$ cat src/rtl/tile_ctrl_pkg.sv
// Shared types and default sizing for the tile controller and its lane tracker.
package tile_ctrl_pkg;

  localparam int unsigned IF_CH_DEF  = 4;
  localparam int unsigned TILE_W_DEF = 8;

  typedef enum logic [2:0] {
    IDLE   = 3'd0,
    W_LOAD = 3'd1,
    SWAP   = 3'd2,
    STREAM = 3'd3,
    FINISH = 3'd4
  } state_t;

endpackage

$ cat src/rtl/if_lane_tracker.sv
// Sticky per-lane done mask for the ifmap read lanes; drives the registered
// per-lane read enables and reports when every lane has finished.
module if_lane_tracker
  import tile_ctrl_pkg::*;
#(
  parameter int unsigned IF_CH = IF_CH_DEF
) (
  input  logic             clk,
  input  logic             rst,
  input  logic             clr,
  input  logic             en,
  input  logic             stream_next,
  input  logic [IF_CH-1:0] if_done,
  output logic [IF_CH-1:0] if_read,
  output logic             all_done
);

  logic [IF_CH-1:0] mask;
  logic [IF_CH-1:0] mask_d;

  // A done strobe only counts for a lane that is currently reading.
  always_comb begin
    mask_d = mask;
    if (clr) begin
      mask_d = '0;
    end else if (en) begin
      mask_d = mask | (if_done & if_read);
    end
  end

  always_ff @(posedge clk or negedge rst) begin
    if (!rst) begin
      mask    <= '0;
      if_read <= '0;
    end else begin
      mask    <= mask_d;
      if_read <= stream_next ? ~mask_d : '0;
    end
  end

  assign all_done = &mask;

endmodule

$ cat src/rtl/tile_controller.sv
// Sequences weight loads, buffer swaps and per-lane ifmap streaming for a
// multi-tile job, prefetching the next tile's weights during streaming.
module tile_controller
  import tile_ctrl_pkg::*;
#(
  parameter int unsigned IF_CH  = IF_CH_DEF,
  parameter int unsigned TILE_W = TILE_W_DEF
) (
  input  logic              clk,
  input  logic              rst,
  input  logic              start,
  input  logic [TILE_W-1:0] num_tiles,
  input  logic              w_done,
  input  logic [IF_CH-1:0]  if_done,
  output logic              w_read,
  output logic [IF_CH-1:0]  if_read,
  output logic              clr_w,
  output logic [IF_CH-1:0]  clr_if,
  output logic              switch,
  output logic              ready,
  output logic              done,
  output logic [TILE_W-1:0] tile_idx
);

  localparam int unsigned CW = TILE_W + 1;

  state_t            state, state_d;
  logic [TILE_W-1:0] num_q, num_d;
  logic [TILE_W-1:0] idx_d;
  logic              pf, pf_d;
  logic              clr_w_d;
  logic              w_read_d;
  logic              more, more_d;
  logic              all_done;

  // Widened compare so tile_idx+1 cannot wrap at the top of the range.
  assign more   = (({1'b0, tile_idx} + CW'(1)) < {1'b0, num_q});
  assign more_d = (({1'b0, idx_d} + CW'(1)) < {1'b0, num_d});

  always_comb begin
    state_d = state;
    num_d   = num_q;
    idx_d   = tile_idx;
    pf_d    = pf;
    clr_w_d = 1'b0;
    case (state)
      IDLE: begin
        if (start && (num_tiles != '0)) begin
          state_d = W_LOAD;
          num_d   = num_tiles;
          idx_d   = '0;
        end
      end
      W_LOAD: begin
        if (w_done && w_read) begin
          state_d = SWAP;
          clr_w_d = 1'b1;
        end
      end
      SWAP: begin
        pf_d    = 1'b0;
        state_d = STREAM;
      end
      STREAM: begin
        if (w_done && w_read) begin
          pf_d    = 1'b1;
          clr_w_d = 1'b1;
        end
        if (all_done && (pf || !more)) begin
          if (!more) begin
            state_d = FINISH;
          end else begin
            idx_d   = tile_idx + TILE_W'(1);
            state_d = SWAP;
          end
        end
      end
      FINISH: begin
        state_d = IDLE;
      end
      default: begin
        state_d = IDLE;
      end
    endcase
    w_read_d = (state_d == W_LOAD) ||
               ((state_d == STREAM) && more_d && !pf_d);
  end

  always_ff @(posedge clk or negedge rst) begin
    if (!rst) begin
      state    <= IDLE;
      num_q    <= '0;
      tile_idx <= '0;
      pf       <= 1'b0;
      w_read   <= 1'b0;
      clr_w    <= 1'b0;
      clr_if   <= '0;
      switch   <= 1'b0;
      ready    <= 1'b1;
      done     <= 1'b0;
    end else begin
      state    <= state_d;
      num_q    <= num_d;
      tile_idx <= idx_d;
      pf       <= pf_d;
      w_read   <= w_read_d;
      clr_w    <= clr_w_d;
      clr_if   <= {IF_CH{state_d == SWAP}};
      switch   <= (state_d == SWAP);
      ready    <= (state_d == IDLE);
      done     <= (state_d == FINISH);
    end
  end

  if_lane_tracker #(
    .IF_CH (IF_CH)
  ) u_lanes (
    .clk         (clk),
    .rst         (rst),
    .clr         (state == SWAP),
    .en          (state == STREAM),
    .stream_next (state_d == STREAM),
    .if_done     (if_done),
    .if_read     (if_read),
    .all_done    (all_done)
  );

endmodule

$ cat config.mk
export PLATFORM = sky130hd
export DESIGN_NAME = tile_controller
export DESIGN_NICKNAME = d
export VERILOG_FILES = /design/src/rtl/tile_ctrl_pkg.sv /design/src/rtl/if_lane_tracker.sv /design/src/rtl/tile_controller.sv
export SDC_FILE = /design/constraint.sdc
export NUM_CORES = 1
export LEC_CHECK = 0
export CAP_MARGIN = 10
export CELL_PAD_IN_SITES_DETAIL_PLACEMENT = 1
export CELL_PAD_IN_SITES_GLOBAL_PLACEMENT = 1
export CORE_MARGIN = 5
export CORE_UTILIZATION = 40
export CTS_CLUSTER_DIAMETER = 80
export DETAILED_ROUTE_END_ITERATION = 10
export PLACE_DENSITY = 0.79
export SLEW_MARGIN = 10
export SYNTH_ARGS = -nofsm -noshare
export SYNTH_HDL_FRONTEND = slang
export SYNTH_HIERARCHICAL = 1
export SYNTH_SLANG_ARGS = --single-unit
$ cat constraint.sdc
create_clock -name clk -period 5.2 [get_ports clk]
set_input_delay 1.3 -clock clk [delete_from_list [all_inputs] [get_ports clk]]
set_output_delay 1.3 -clock clk [all_outputs]
set_load 0.02 [all_outputs]
* After elaboration in Yosys (flattened, before gate mapping)
Index checks and enable logic that the tools add are counted.
** Storage, ports and cells
- Input bits :: 16
- Register bits after elaboration :: 34
- Logic and storage cells :: 59
** Operators by class
- Magnitude comparators :: 2
- Bitwise operators :: 3
- Reductions and logical operators :: 14
- Equality and inequality tests :: 7
- Add/subtract/negate cells :: 3
- Multiplexer cells :: 18
** Operators with widths (number)
- $mux 8 :: 5
- $add 8x1->9 const B :: 2
- $lt 9x8->1 :: 2
- $pmux 8 s2 :: 1
- $eq 3x2->1 const B :: 4
- $mux 3 :: 4
- $mux 4 :: 3
- $pmux 3 s4 :: 1
- $add 8x1->8 const B :: 1
- $reduce_bool 8->1 :: 1
- $eq 3x1->1 const B :: 2
- $logic_not 3->1 :: 2
- $logic_and 1x1->1 :: 5
- $and 4x4->4 :: 1
- $not 4->4 :: 1
- $or 4x4->4 :: 1
- $reduce_and 4->1 :: 1
- $eq 3x3->1 const B :: 1
- $mux 1 :: 3
- $logic_not 1->1 :: 2
- $logic_or 1x1->1 :: 2
- $pmux 1 s2 :: 1
- $reduce_or 2->1 :: 1

* Depth between registers and ports, before layout
Gate-level depths: netlist of run 1.
- Word-level depth :: 12
- Gate-level depth with buffers :: 21

* Modules after synthesis
The synthesis of run 1 kept the hierarchy.
** Modules (own cells, without submodules)
- tile_controller :: area an instance 1820.5 um2, cells an instance 203, instances 1, sequential area each 626.9 um2
- if_lane_tracker :: area an instance 284.0 um2, cells an instance 22, instances 1, sequential area each 200.2 um2

* Worst setup path before layout of run 1
Ideal clock, no wire load.
- Path kind :: reg-to-reg
- Start :: reg tile_idx[0]
- End :: reg w_read
- Required time :: 5.121 ns
- Setup time :: 0.079 ns
- Arrival time :: 4.314 ns
- Clock period less this slack :: 4.394 ns
- Cell stages (with the launch flop) :: 21
- Setup slack :: 0.806 ns
- Path buffers :: 0
- Cell sequence :: dfrtp_1 > ha_1 > nand3_1 > nor2_2 > xor2_1 > ha_1 > and3_1 > a21o_1 > a311oi_4 > a21oi_1 > mux2_2 > ha_1 > xor2_1 > ha_1 > a21o_1 > a21o_1 > a21oi_1 > o21ai_0 > a211oi_1 > o211ai_1 > a2bb2oi_1
** Between the ends
- Longest elaborated chain between the ends :: 12
** Ends and longest elaborated chain
- from (decl) :: line tile_controller.sv:22 : output logic [TILE_W-1:0] tile_idx
- from (signal assigned) :: line tile_controller.sv:104 : tile_idx <= idx_d;
- $add 8x1->9 :: line tile_controller.sv:37 : assign more = (({1'b0, tile_idx} + CW'(1)) < {1'b0, num_q});
- $lt 9x8->1 :: line tile_controller.sv:37
- $logic_not 1->1
- $logic_or 1x1->1 :: line tile_controller.sv:69 : if (all_done && (pf || !more)) begin
- $logic_and 1x1->1 :: line tile_controller.sv:69
- $mux 8 :: line tile_controller.sv:69
- $pmux 8 s2 * :: line tile_controller.sv:46 : case (state)
- net idx_d[0] :: line tile_controller.sv:29 : logic [TILE_W-1:0] idx_d;
- $add 8x1->9 * :: line tile_controller.sv:38 : assign more_d = (({1'b0, idx_d} + CW'(1)) < {1'b0, num_d});
- $lt 9x8->1 * :: line tile_controller.sv:38
- $logic_and 1x1->1 * (2 in series) :: line tile_controller.sv:86 : ((state_d == STREAM) && more_d && !pf_d);
- $logic_or 1x1->1 * :: line tile_controller.sv:85 : w_read_d = (state_d == W_LOAD) ||
- net w_read_d :: line tile_controller.sv:32 : logic w_read_d;
- to (signal assigned) :: line tile_controller.sv:106 : w_read <= w_read_d;
- to (decl) :: line tile_controller.sv:15 : output logic w_read,
The timed path passes the listed nets; every way through them passes the cells marked *.

* Worst setup path after layout of run 1
- Start :: reg tile_idx[1]
- End :: reg w_read
** Between the ends
- Longest elaborated chain between the ends :: 12
** Ends and longest elaborated chain (line)
- $add 8x1->9 * :: tile_controller.sv:37
- $lt 9x8->1 * :: tile_controller.sv:37
- $logic_not 1->1
- $logic_or 1x1->1 :: tile_controller.sv:69
- $logic_and 1x1->1 :: tile_controller.sv:69
- $mux 8 * :: tile_controller.sv:69
- $pmux 8 s2 * :: tile_controller.sv:46
- net idx_d[0] :: tile_controller.sv:29
- $add 8x1->9 * :: tile_controller.sv:38
- $lt 9x8->1 * :: tile_controller.sv:38
- $logic_and 1x1->1 * (2 in series) :: tile_controller.sv:86
- $logic_or 1x1->1 * :: tile_controller.sv:85
- net w_read_d :: tile_controller.sv:32
Marks and branches as above.

==> results_dict.tcl, run 1 <==
set metrics [dict create \
    setup-tns-final_ns 0 \
    setup_viol 0 \
    synth.area.top_cells "dfrtp_1 (38%), ha_1 (9.5%), a21oi_1 (4.5%), inv_1 (3.4%), nor2_1 (3.4%)" \
    dp_cells 325 \
    synthFlopType "dfrtp_1" \
    firstDrtPassIters 4 \
    max_cap_viol_count 0 \
    worstPathRequired_ns 5.41 \
    nets 294 \
    p_leak_uw 0.00126 \
    tritoncts "done" \
    cts_setup_buffers 0 \
    post_cts_resized 0 \
    ioPinCount 37 \
    cts_sinks 33 \
    synth_area_sq_mm 0.00210 \
    regArea_sq_um 827 \
    core_sq_mm 0.00511 \
    finalHoldViolations 0 \
    cts_max_level 2 \
    synthArstFlopShare_pct 100 \
    synth_top_cell_area_share_pct 38.0 \
    grt_setup_unrepaired "no" \
    cts_buffer_depth 2 \
    hold_start "u_lanes/mask[3]" \
    startpoint_type "register" \
    syn_inst 225 \
    wl_per_cell_um 17.4 \
    stdcell_count 333 \
    gp_congestion 0.856 \
    slew_headroom_pct 50.0 \
    maxUsedRoutingLayer "met4" \
    yosysSeqAreaShare_pct 39.3 \
    cp-startpoint "tile_idx[1]" \
    multi_input_area_sq_mm 0.00113 \
    critPathKind "register to register" \
    start_util_pct 41.2 \
    cts-root-buf "clkbuf_8" \
    synth_nets 257 \
    dp_hpwl_mm 4.51 \
    antenna_found_initial 0 \
    drc_errors 0 \
    min_period_ns 4.84 \
    cp.arrival_ns 5.05 \
    grt_max_degree 34 \
    fill_cells 589 \
    clock_skew_ns 0.00336 \
    grt_pass1_vias 1866 \
    synth_edf_count 0 \
    ys_seq_elements 33 \
    r2r_start "tile_idx[1]" \
    worstPathMaxFanout 10 \
    grt_pass1_wl_mm 9.42 \
    drt.antenna.violating_nets 0 \
    die-width_um 82.5 \
    avgSynthCellArea_sq_um 9.35 \
    cts_hold_buffers 0 \
    clkTransAtPathRegs_ns 0.07 \
    drt-total-wl_mm 5.81 \
    synth_top_cell_by_area "dfrtp_1" \
    worst_pin_slew_ns 0.739 \
    peakVddDrop_v 0.000280 \
    period_share_pct 93.0 \
    p_per_area_mw_per_mm2 545 \
    antenna_cells 0 \
    wl_met3_um 153 \
    m1WireLength_mm 2.71 \
    worstSetupEndpointType "register" \
    clk_latency_ns 0.29 \
    die_h_um 82.5 \
    drv_slew 0 \
    area_delta_synth_final_pct 24.6 \
    status "finished, final reports clean" \
    track_usage_pct 18.8 \
    wl_met2_mm 2.85 \
    placement.io_buffers 36 \
    vias_per_cell 5.39 \
    drive_above_1_share_pct 9.89 \
    fmax_mhz 207 \
    num_vias 1795 \
    hold_class "register to register" \
    gr-total-overflow 0 \
    cts_made_buffers 5 \
    netlist-cell-type-count 50 \
    ys_warn_count 6 \
    rows 26 \
    drtIter0Drc 52 \
    dieArea_sq_mm 0.00681 \
    finalPower_uw 1430 \
]
-- final cells by class --
type                    instances  area share [%]
well taps                      70            3.34
multi-input cells             162            43.1
flip-flops and latches         33            31.5
inverters                      19            2.72
clock inverters                 2            1.34
clock buffers                   6            2.77
repair buffers                 41            15.2
-- cells in the mapped netlist (all sizes together) (3+ instances only) --
master and number:
nor2b 4, a21o 6, nor2 20, nand2 14
inv 19, or2 5, buf 8, a211oi 3
clkbuf 3, a21oi 19, a31oi 7, xnor2 6
nor3 3, o21a 6, and3 4, xor2 5
o22ai 3, o21ai 6, ha 16, dfrtp 32
nand3 11
-- report_power, final --
group	leakage (uW)	switching [uW]	internal [uW]	total (uW)
Clock	0.0000552	96.4	142	239
Sequential	0.000404	75.6	359	434
Combinational	0.000804	432	323	755
Total	0.00126	604	824	1430
-- cell usage in the layout (no fill, tap or decap), types with 2 or more instances in the layout --
| master | synthesis | layout |
|---|---|---|
| buf_4 | 4 | 5 |
| o211a_1 | 2 | 2 |
| inv_1 | 19 | 19 |
| a31oi_1 | 7 | 7 |
| nand2_1 | 14 | 14 |
| dfrtp_1 | 32 | 32 |
| o22ai_1 | 2 | 2 |
| and3_1 | 4 | 4 |
| o21ai_0 | 5 | 5 |
| nor3_1 | 3 | 3 |
| a21o_1 | 6 | 6 |
| mux2_2 | 2 | 2 |
| nand2b_1 | 2 | 2 |
| xor2_1 | 5 | 5 |
| clkbuf_8 | 0 | 5 |
| nor2_1 | 19 | 19 |
| o21a_1 | 6 | 6 |
| nand3_1 | 11 | 11 |
| and4_1 | 2 | 2 |
| clkdlybuf4s50_1 | 0 | 36 |
| nor2b_1 | 4 | 4 |
| a211oi_1 | 2 | 2 |
| a21oi_1 | 19 | 19 |
| or2_2 | 4 | 4 |
| xnor2_1 | 6 | 6 |
| ha_1 | 16 | 16 |
-- metal layers --
layer | track usage [%] | vias up
met3 | 3.69 | 7
met2 | 31.5 | 37
met4 | 7.19 | 0
met1 | 24.0 | 886
li1 | - | 865
met5 | 0 | -
-- logic make-up (layout without fill, tap and decap cells) --
| kind of cell | Yosys count | after routing | share of synthesized area, % |
|---|---|---|---|
| mux | 3 | 3 | 1.72 |
| compound gates | 58 | 58 | 19.4 |
| fa+ha+maj | 16 | 16 | 9.51 |
| simple gates | 74 | 74 | 18.5 |
| flops | 33 | 33 | 39.3 |
| buf+inv | 30 | 68 | 6.96 |
| xor+xnor | 11 | 11 | 4.58 |
-- worst paths after layout --
kind / endpoint / slack, ns / cells after the start
worst max-delay path: w_read / 0.36 / 20
worst max register to register: w_read / 0.36 / 20
max in group asynchronous: ready / 3.42 / 2
min in group asynchronous: num_q[2] / 1.44 / 2
worst min-delay path: u_lanes/mask[3] / 0.52 / 2
worst min register to register: u_lanes/mask[3] / 0.52 / 2
-- critical path, cell delays in order, from the launching register on --
cell       delay, ns
dfrtp_1         0.45
ha_1            0.27
nand3_1         0.15
nor2_2          0.30
xor2_1          0.20
ha_1            0.26
and3_1          0.19
nand3_1         0.16
o21a_1          0.40
a21oi_1         0.22
mux2_2          0.32
ha_1            0.24
xor2_1          0.17
ha_1            0.29
a21o_1          0.16
a21o_1          0.17
a21oi_1         0.14
o21ai_0         0.09
a211oi_1        0.27
o211ai_1        0.12
a2bb2oi_1       0.17
-- sequential cells by signal, summed over array words and instances, names as in the netlist, 3 cells and up --
signal,flops
u_lanes/mask,4
state,3
u_lanes/if_read,4
tile_idx,8
num_q,8
-- through the flow --
stage	area (sq um)	util (%)	hold slack, ns	setup slack (ns)
detailed placement	2510	49.2	0.500	0.318
finish	2620	51.3	0.522	0.362
global route	2620	51.3	0.564	0.0548
global placement	2510	49.2	0.489	0.381
floorplan	2100	-	0.466	0.806
CTS	2620	51.3	0.525	0.344
Power figures use the tool's default switching activity.
==> inputs of run 2 (changes only) <==
--- a/config.mk
+++ b/config.mk
@@ -11,7 +11,9 @@
 export CORE_MARGIN = 5
 export CORE_UTILIZATION = 40
 export CTS_CLUSTER_DIAMETER = 80
+export CTS_CLUSTER_SIZE = 20
 export DETAILED_ROUTE_END_ITERATION = 10
+export GPL_ROUTABILITY_DRIVEN = 0
 export PLACE_DENSITY = 0.79
 export SLEW_MARGIN = 10
 export SYNTH_ARGS = -nofsm -noshare
==> results of run 2 <==
Final layout, timing and power as in run 1 (identical DEF).
